### src/rtl/sort6.sv
// rtl/sort6.sv - six-input unsigned ascending sorter, 12-comparator network plus one output register
// A set loaded with in_valid appears on n0..n5 (n0 smallest) one cycle later with out_valid.
module sort6 #(
  parameter int W = 10
) (
  input  logic         clk,
  input  logic         rst,
  input  logic         in_valid,
  input  logic [W-1:0] Clac_out0,
  input  logic [W-1:0] Clac_out1,
  input  logic [W-1:0] Clac_out2,
  input  logic [W-1:0] Clac_out3,
  input  logic [W-1:0] Clac_out4,
  input  logic [W-1:0] Clac_out5,
  output logic         out_valid,
  output logic [W-1:0] n0,
  output logic [W-1:0] n1,
  output logic [W-1:0] n2,
  output logic [W-1:0] n3,
  output logic [W-1:0] n4,
  output logic [W-1:0] n5
);

  function automatic logic [W-1:0] min2(input logic [W-1:0] a, input logic [W-1:0] b);
    return (a < b) ? a : b;
  endfunction

  function automatic logic [W-1:0] max2(input logic [W-1:0] a, input logic [W-1:0] b);
    return (a < b) ? b : a;
  endfunction

  logic [W-1:0] l0 [6];
  logic [W-1:0] l1 [6];
  logic [W-1:0] l2 [6];
  logic [W-1:0] l3 [6];
  logic [W-1:0] l4 [6];
  logic [W-1:0] l5 [6];

  assign l0[0] = Clac_out0;
  assign l0[1] = Clac_out1;
  assign l0[2] = Clac_out2;
  assign l0[3] = Clac_out3;
  assign l0[4] = Clac_out4;
  assign l0[5] = Clac_out5;

  // Level 1: (0,5) (1,3) (2,4)
  assign l1[0] = min2(l0[0], l0[5]);
  assign l1[5] = max2(l0[0], l0[5]);
  assign l1[1] = min2(l0[1], l0[3]);
  assign l1[3] = max2(l0[1], l0[3]);
  assign l1[2] = min2(l0[2], l0[4]);
  assign l1[4] = max2(l0[2], l0[4]);

  // Level 2: (1,2) (3,4)
  assign l2[0] = l1[0];
  assign l2[5] = l1[5];
  assign l2[1] = min2(l1[1], l1[2]);
  assign l2[2] = max2(l1[1], l1[2]);
  assign l2[3] = min2(l1[3], l1[4]);
  assign l2[4] = max2(l1[3], l1[4]);

  // Level 3: (0,3) (2,5)
  assign l3[1] = l2[1];
  assign l3[4] = l2[4];
  assign l3[0] = min2(l2[0], l2[3]);
  assign l3[3] = max2(l2[0], l2[3]);
  assign l3[2] = min2(l2[2], l2[5]);
  assign l3[5] = max2(l2[2], l2[5]);

  // Level 4: (0,1) (2,3) (4,5)
  assign l4[0] = min2(l3[0], l3[1]);
  assign l4[1] = max2(l3[0], l3[1]);
  assign l4[2] = min2(l3[2], l3[3]);
  assign l4[3] = max2(l3[2], l3[3]);
  assign l4[4] = min2(l3[4], l3[5]);
  assign l4[5] = max2(l3[4], l3[5]);

  // Level 5: (1,2) (3,4)
  assign l5[0] = l4[0];
  assign l5[5] = l4[5];
  assign l5[1] = min2(l4[1], l4[2]);
  assign l5[2] = max2(l4[1], l4[2]);
  assign l5[3] = min2(l4[3], l4[4]);
  assign l5[4] = max2(l4[3], l4[4]);

  always_ff @(posedge clk) begin
    if (rst) begin
      out_valid <= 1'b0;
      n0 <= '0;
      n1 <= '0;
      n2 <= '0;
      n3 <= '0;
      n4 <= '0;
      n5 <= '0;
    end else begin
      out_valid <= in_valid;
      if (in_valid) begin
        n0 <= l5[0];
        n1 <= l5[1];
        n2 <= l5[2];
        n3 <= l5[3];
        n4 <= l5[4];
        n5 <= l5[5];
      end
    end
  end

endmodule

### config.mk
export PLATFORM = sky130hd
export DESIGN_NAME = sort6
export DESIGN_NICKNAME = d
export VERILOG_FILES = /design/src/rtl/sort6.sv
export SDC_FILE = /design/constraint.sdc
export NUM_CORES = 1
export LEC_CHECK = 0
export BUFFER_PORTS_ARGS = -buffer_cell sky130_fd_sc_hd__buf_2
export CORE_MARGIN = 5
export CORE_UTILIZATION = 64
export DETAILED_ROUTE_END_ITERATION = 10
export PLACE_DENSITY = 0.89
export SLEW_MARGIN = 10
export SYNTH_ARGS = -nofsm -noshare
export SYNTH_HDL_FRONTEND = slang
export SYNTH_SLANG_ARGS = --single-unit
### constraint.sdc
create_clock -name clk -period 41.8 [get_ports clk]
set_clock_uncertainty 0.05 [all_clocks]
set_input_delay 8.36 -clock clk [delete_from_list [all_inputs] [get_ports clk]]
set_output_delay 8.36 -clock clk [all_outputs]
set_load 0.03 [all_outputs]
After elaboration in Yosys (flattened, before gate mapping)
Cells that the tools add are included.

Flip-flop bits (word level): 61. Bits of input ports: 63. Word-level logic and storage cells: 43.

$lt $le $gt $ge: 12. Muxes and demuxes: 24.

Operator list (number): 10-bit 2-to-1 mux (24); 10-bit less-than comparator (12).

Logic depth before layout (Yosys ltp)
Gate-level depths: netlist of run 1.

Depth in word-level cells: 10. Depth in mapped cells: 64. Gate-level depth less buffers: 55.

Least setup slack after synthesis of run 1
No wires, ideal clock.

Path type: input -> register. From: input port Clac_out4[4]. To: register n3[3]. Arrival: 18.906 ns. Data required time: 41.638 ns. Path slack: 22.732 ns. Cell stages on the path: 54. Path buffers: 6. Cells stage by stage: inv_1 ha_1 and3_1 o311a_1 or3_4 nor2_4 buf_1 buf_1 mux2i_1 ha_1 a21oi_1 o21ai_0 or3_1 a31oi_1 o32ai_4 a21o_1 clkbuf_1 nand2_1 [18 not listed] clkbuf_1 a21oi_4 mux2_2 ha_1 a21oi_1 nor2b_1 o21ai_0 nand2b_1 a21oi_1 nor2b_1 o21ai_0 nand2b_1 a21oi_1 nor2b_1 o211a_4 buf_6 nor3_1 a2111oi_1.

Longest elaborated chain between the ends: 10. Elaborated cells between the ends (all ways): 19. Those cells by class: 8 x order compare; 11 x mux.

Ends and longest elaborated chain: start: declaration (RTL line 13) `input logic [W-1:0] Clac_out4,`; 10-bit less-than comparator (RTL line 25, 29); 10-bit 2-to-1 mux (on tied branches) (RTL line 25, 29); 10-bit less-than comparator (on tied branches) (RTL line 29, 25); 10-bit 2-to-1 mux (on tied branches) (RTL line 29, 25); 10-bit less-than comparator (on tied branches) (RTL line 25, 29); 10-bit 2-to-1 mux (on tied branches) (RTL line 25, 29); 10-bit less-than comparator (on tied branches) (RTL line 29, 25); 10-bit 2-to-1 mux (on tied branches) (RTL line 29, 25); 10-bit less-than comparator (RTL line 25) `return (a < b) ? a : b;`; 10-bit 2-to-1 mux (*) (RTL line 25); end signal: assignment (RTL line 101) `n3 <= l5[3];`; end: declaration (RTL line 19) `output logic [W-1:0] n3,`.

Mark *: on every way between the ends. The rest lies on a longest branch, timed or not. A chain may end at the register's enable or synchronous reset.

Worst setup path in the final report of run 1
From: input port Clac_out1[7]. To: register n4[3].

Longest elaborated chain between the ends: 10. Elaborated cells between the ends (all ways): 19. Those cells by class: 8 x order compare; 11 x mux.

Ends and longest elaborated chain: start: declaration (RTL line 10) `input logic [W-1:0] Clac_out1,`; 10-bit less-than comparator (RTL line 25, 29); 10-bit 2-to-1 mux (on tied branches) (RTL line 25, 29); 10-bit less-than comparator (on tied branches) (RTL line 29, 25); 10-bit 2-to-1 mux (on tied branches) (RTL line 29, 25); 10-bit less-than comparator (on tied branches) (RTL line 25, 29); 10-bit 2-to-1 mux (on tied branches) (RTL line 25, 29); 10-bit less-than comparator (on tied branches) (RTL line 29, 25); 10-bit 2-to-1 mux (on tied branches) (RTL line 29, 25); 10-bit less-than comparator (RTL line 29) `return (a < b) ? b : a;`; 10-bit 2-to-1 mux (*) (RTL line 29); end signal: assignment (RTL line 102) `n4 <= l5[4];`; end: declaration (RTL line 20) `output logic [W-1:0] n4,`.

Marks and branches as above.

==> results.toml, run 1 <==
[status]
status = "finished clean"

[cts]
cts_buffers = 9
cts_resized = 0
path_clk_slew_ps = 50
cts_num_sinks = 61
clk_latency_ps = 330
ctsRootBufferMaster = "clkbuf_16"
cts_tree = "built"
ctsHoldBuffers = 0
cts.path.max_buffers = 2
postCtsSetupRepairBufs = 0
htreeDepth = 3

[worst_setup_path]
critPathKind = "in2reg"
end_kind = "flip-flop"
crit_path_max_incr_delay_ps = 920
path_max_fanout = 31
critPathLaunchType = "input pin"
cp.required_ps = 41960
critPathBufInv = 4
cp.arrival_ps = 21210
crit_top_cell = "a21oi_1"
critPathTopFamily = "compound AO/OA/AOI/OAI gates"
slowest_stage = "and2_1"

[grt]
grt-ovfl-total = 0
grt_pass1_vias = 7595
grt_pass1_wl_um = 38300
grt_max_degree = 87
antenna_found_initial = 0
track_usage = 0.325

[timing]
slew_viol_final = 0
setup-violations-final = 0
hold_slack_ps = 432
fin_setup_tns_ps = 0
worst_slew_pin_slew_ps = 1160
max_freq_ghz = 0.0475
fin_crit_sh = 0.503
rsz0062_at_grt = "false"
period_minus_slack_ps = 21050
hold_violations = 0
slew_headroom = 0.227

[placement]
numPortBuffers = 123
post-dp-hpwl_um = 18900
gp_congestion = 1.07

[detailed_routing]
firstDrtPassIters = 5
drtAntennaViolNets = 0
drt-initial-drc-count = 812
vias = 8310
vias_per_cell = 6.43
route.detailed.drc = 0
totalWireLength_um = 23900
wl_per_cell_um = 18.5

[floorplan]
die_w_um = 120
die_area_um2 = 14500
die_y_um = 120
io_pins = 124
start_util = 0.650
core_area_um2 = 12000
rows = 40

[logic_synthesis]
syn_inst = 1055
synth.area.top_cells = "ha_1, dfxtp_1, mux2i_1, nor2_1, a21oi_1"
synth_ff_type = "dfxtp_1"
syn_avg_cell_area_um2 = 7.40
synth-edff-count = 0
syn-cell-area_um2 = 7810
yosysTopAreaCell = "ha_1"
yosys.area.top_type_share = 0.160
yosysMostFrequentCell = "nor2_1"
yosys_register_bits = 61
synth_cell_type_count = 79
synth-async-reset-ratio = 0
synth.net_count = 1218
synth.top_cells.by_count = "nor2_1, ha_1, inv_1"
synth_warnings = 0
yosysSeqAreaShare = 0.156

[min_path]
holdCritPathClass = "reg2reg"

[flow_run]
maxCapViolations = 0

[finish]
drive_above_1_share = 0.170
diodes = 0
final.fill_count = 938
final_nets = 1304
syn_to_final_growth_pct = 11.6
-- per-layer routing --
layer,part of all wire,GRT usage,vias to the layer above
li1,-,-,4013
met1,0.42,0.435,3779
met2,0.45,0.527,450
met3,0.099,0.0692,68
met4,0.027,0.0970,0
met5,0,0,-
-- cells in the final DEF (no fill, tap or decap), drive strengths merged, types with 13 or more instances in the layout --
master / count
a21o: 24
a211oi: 39
inv: 99
o21ai: 65
nand3: 13
nand2: 73
nor2: 146
mux2: 29
mux2i: 78
a21oi: 98
dfxtp: 61
ha: 100
buf: 126
-- per-stage QoR --
stage	instances	cell area [µm²]	utilization	setup slack (ps)
detailed placement	1277	8400	0.700	20780
finish	1293	8720	0.726	20750
floorplan	1055	7810	-	22730
CTS	1293	8720	0.726	21130
global placement	1277	8400	0.700	21460
global route	1293	8720	0.726	19540
-- kinds of logic after synthesis --
group                    count (synthesis)  synth area share
multiplexers                           107             0.142
buffers and inverters                  151            0.0776
flip-flops                              61             0.156
AO/OA/AOI/OAI                          320             0.277
AND/OR/NAND/NOR                        314             0.184
XOR/XNOR                                 1           0.00112
adder cells (fa/ha/maj)                101             0.162
-- tightest hold or removal path, stage by stage, from the launching register on --
cell      delay, ps
dfxtp_1         300
nor2_1           80
a211oi_1         50
-- state kept, by name (all words and copies together), names as in the netlist --
signal     count
n0            10
n5            10
n2            10
out_valid      1
n4            10
n1            10
n3            10
-- final timing paths --
| kind | start | end | slack, ps | depth (start not counted) |
|---|---|---|---|---|
| worst min register to register | n0[4] | n0[4] | 430 | 2 |
| worst max register to register | n4[3] | n4[3] | 40810 | 2 |
| worst min-delay path | n0[4] | n0[4] | 430 | 2 |
| worst max-delay path | Clac_out1[7] | n4[3] | 20750 | 52 |
-- area by class of cell --
class / count / area (µm²) / share of cell area
repair buffers: 126 / 638 / 0.0732
flip-flops and latches: 61 / 1220 / 0.140
inverters: 100 / 375 / 0.0431
clock inverters: 5 / 58.8 / 0.00675
clock buffers: 11 / 253 / 0.0290
well taps: 147 / 184 / 0.0211
multi-input cells: 843 / 5990 / 0.687
Power of run 1 is left out: the tool's default activity adds up to more than one toggle a clock period on the data nets, which glitch-free logic cannot reach.
==> inputs of run 2 (changes only) <==
--- a/config.mk
+++ b/config.mk
@@ -5,11 +5,12 @@
 export SDC_FILE = /design/constraint.sdc
 export NUM_CORES = 1
 export LEC_CHECK = 0
+export ABC_AREA = 1
 export BUFFER_PORTS_ARGS = -buffer_cell sky130_fd_sc_hd__buf_2
 export CORE_MARGIN = 5
-export CORE_UTILIZATION = 64
+export CORE_UTILIZATION = 59
 export DETAILED_ROUTE_END_ITERATION = 10
-export PLACE_DENSITY = 0.89
+export PLACE_DENSITY = 0.83
 export SLEW_MARGIN = 10
 export SYNTH_ARGS = -nofsm -noshare
 export SYNTH_HDL_FRONTEND = slang
==> constraint.sdc (replaced) <==
create_clock -name clk -period 20.5 [get_ports clk]
set_clock_uncertainty 0.05 [all_clocks]
set_input_delay 4.1 -clock clk [delete_from_list [all_inputs] [get_ports clk]]
set_output_delay 4.1 -clock clk [all_outputs]
set_load 0.03 [all_outputs]
==> run 2 against run 1 <==
Compared with the run above:
- area after synthesis is 2.5% lower
- global-route usage is 3.9 points lower
- flip-flop and latch count stayed put
- die area up 5.3%
- first-iteration DRC count increased by 3.9%
- worst setup slack got worse by 15000 ps
- largest cell class unchanged
- synthesized cell count is 23% higher
==> results.toml, run 2 <==
[worst_setup_path]
critPathKind = "in2reg"
path_max_fanout = 39
slowest_stage = "nand3_1"
critPathLaunchType = "input pin"
cp.arrival_ps = 14500
cp.required_ps = 20690
crit_path_max_incr_delay_ps = 820
end_kind = "flip-flop"

[min_path]
holdCritPathClass = "reg2reg"

[detailed_routing]
totalWireLength_um = 22300
vias = 8603
wl_per_cell_um = 14.4
route.detailed.drc = 0
firstDrtPassIters = 6
drt-initial-drc-count = 844
drtAntennaViolNets = 0
vias_per_cell = 5.57

[grt]
grt_pass1_wl_um = 35200
antenna_found_initial = 0
grt_max_degree = 71
track_usage = 0.287
grt-ovfl-total = 0
grt_pass1_vias = 7419

[logic_synthesis]
syn_avg_cell_area_um2 = 5.85
yosysSeqAreaShare = 0.160
synth_top_family_by_area = "simple AND/OR/NAND/NOR gates"
synth-edff-count = 0
synth-adder-area-share = 0.164
synth_ff_type = "dfxtp_1"
syn-cell-area_um2 = 7610
muxShareOfSynthArea = 0
synth_warnings = 0
synth-simple-area-share = 0.354
synth_cell_type_count = 36
synth.area.top_cells = "nand2_1, ha_1, dfxtp_1, o21ai_0, nand3_1"
yosysTopAreaCell = "nand2_1"
synth-async-reset-ratio = 0
yosys_register_bits = 61
synth.net_count = 1464
yosys.area.top_type_share = 0.206
synth_compound_gate_area_share = 0.210
yosysMostFrequentCell = "nand2_1"
synth.top_cells.by_count = "nand2_1, o21ai_0, inv_1"
syn_inst = 1301
synthXorXnorAreaFrac = 0

[cts]
path_clk_slew_ps = 50
ctsRootBufferMaster = "clkbuf_16"
cts.path.max_buffers = 2
cts_tree = "built"
ctsHoldBuffers = 0
cts_resized = 0
postCtsSetupRepairBufs = 0
clk_latency_ps = 320
cts_buffers = 9
htreeDepth = 3
cts_num_sinks = 61

[timing]
setup_slack_ps = 6190
fin_setup_tns_ps = 0
hold_violations = 0
fin_crit_sh = 0.698
period_minus_slack_ps = 14310
rsz0062_at_grt = "false"
slew_viol_final = 0
max_freq_ghz = 0.0699
slew_headroom = 0.254
setup-violations-final = 0
worst_slew_pin_slew_ps = 1120

[finish]
final_util = 0.668
final_nets = 1532
final.fill_count = 1246
syn_to_final_growth_pct = 10.7
layout_commonest_cell = "nand2_1"
layout_common_cells = "nand2_1, o21ai_0, inv_1"
drive_above_1_share = 0.127
diodes = 0

[floorplan]
die_y_um = 124
die_area_um2 = 15300
core_area_um2 = 12600
die_w_um = 124
io_pins = 124
rows = 41
start_util = 0.603

[placement]
gp_congestion = 1.02
numPortBuffers = 123
post-dp-hpwl_um = 18000
place_ws_ps = 6230

[flow_run]
maxCapViolations = 0

[status]
status = "finished clean"
run 2: area by class of cell:
type	count	area (µm²)	area share
sequential	61	1220	0.145
timing repair buffer	125	631	0.0748
inverter	136	510	0.0606
clock buffer	12	246	0.0292
clock inverter	2	35.0	0.00416
tap	172	215	0.0255
multi-input combinational	1036	5570	0.661
run 2: through the flow:
stage	std cells	instance area, µm²	hold slack [ps]
after floorplan	1301	7610	545
after global placement	1530	8140	399
after detailed placement	1530	8140	402
after CTS	1544	8420	411
after global routing	1544	8430	422
final	1544	8430	410
run 2: critical path: cells and delay by family:
kind | cells | cell delay [ps]
compound gates | 16 | 4730
simple gates | 13 | 3400
fa+ha+maj | 5 | 1540
buf+inv | 2 | 690
run 2: path summary, 6_finish.rpt:
check                    start    end  slack (ps)  cells past startpoint
setup reg to reg         n3[4]  n3[4]       19760                      2
setup / recovery  Clac_out1[9]  n4[8]        6190                     36
hold / removal           n2[5]  n2[5]         410                      2
hold reg to reg          n2[5]  n2[5]         410                      2
run 2: kinds of logic after synthesis:
logic type               count (synthesis)
buffers and inverters                  204
flip-flops                              61
AO/OA/AOI/OAI                          302
AND/OR/NAND/NOR                        634
adder cells (fa/ha/maj)                100
run 2: routing by layer:
layer / part of all wire / GRT usage / vias up
li1: - / - / 4481
met1: 0.44 / 0.370 / 3791
met2: 0.46 / 0.492 / 292
met3: 0.072 / 0.0427 / 39
met4: 0.026 / 0.0893 / 0
met5: 0 / 0 / -
Power of run 2 is left out for the same reason.
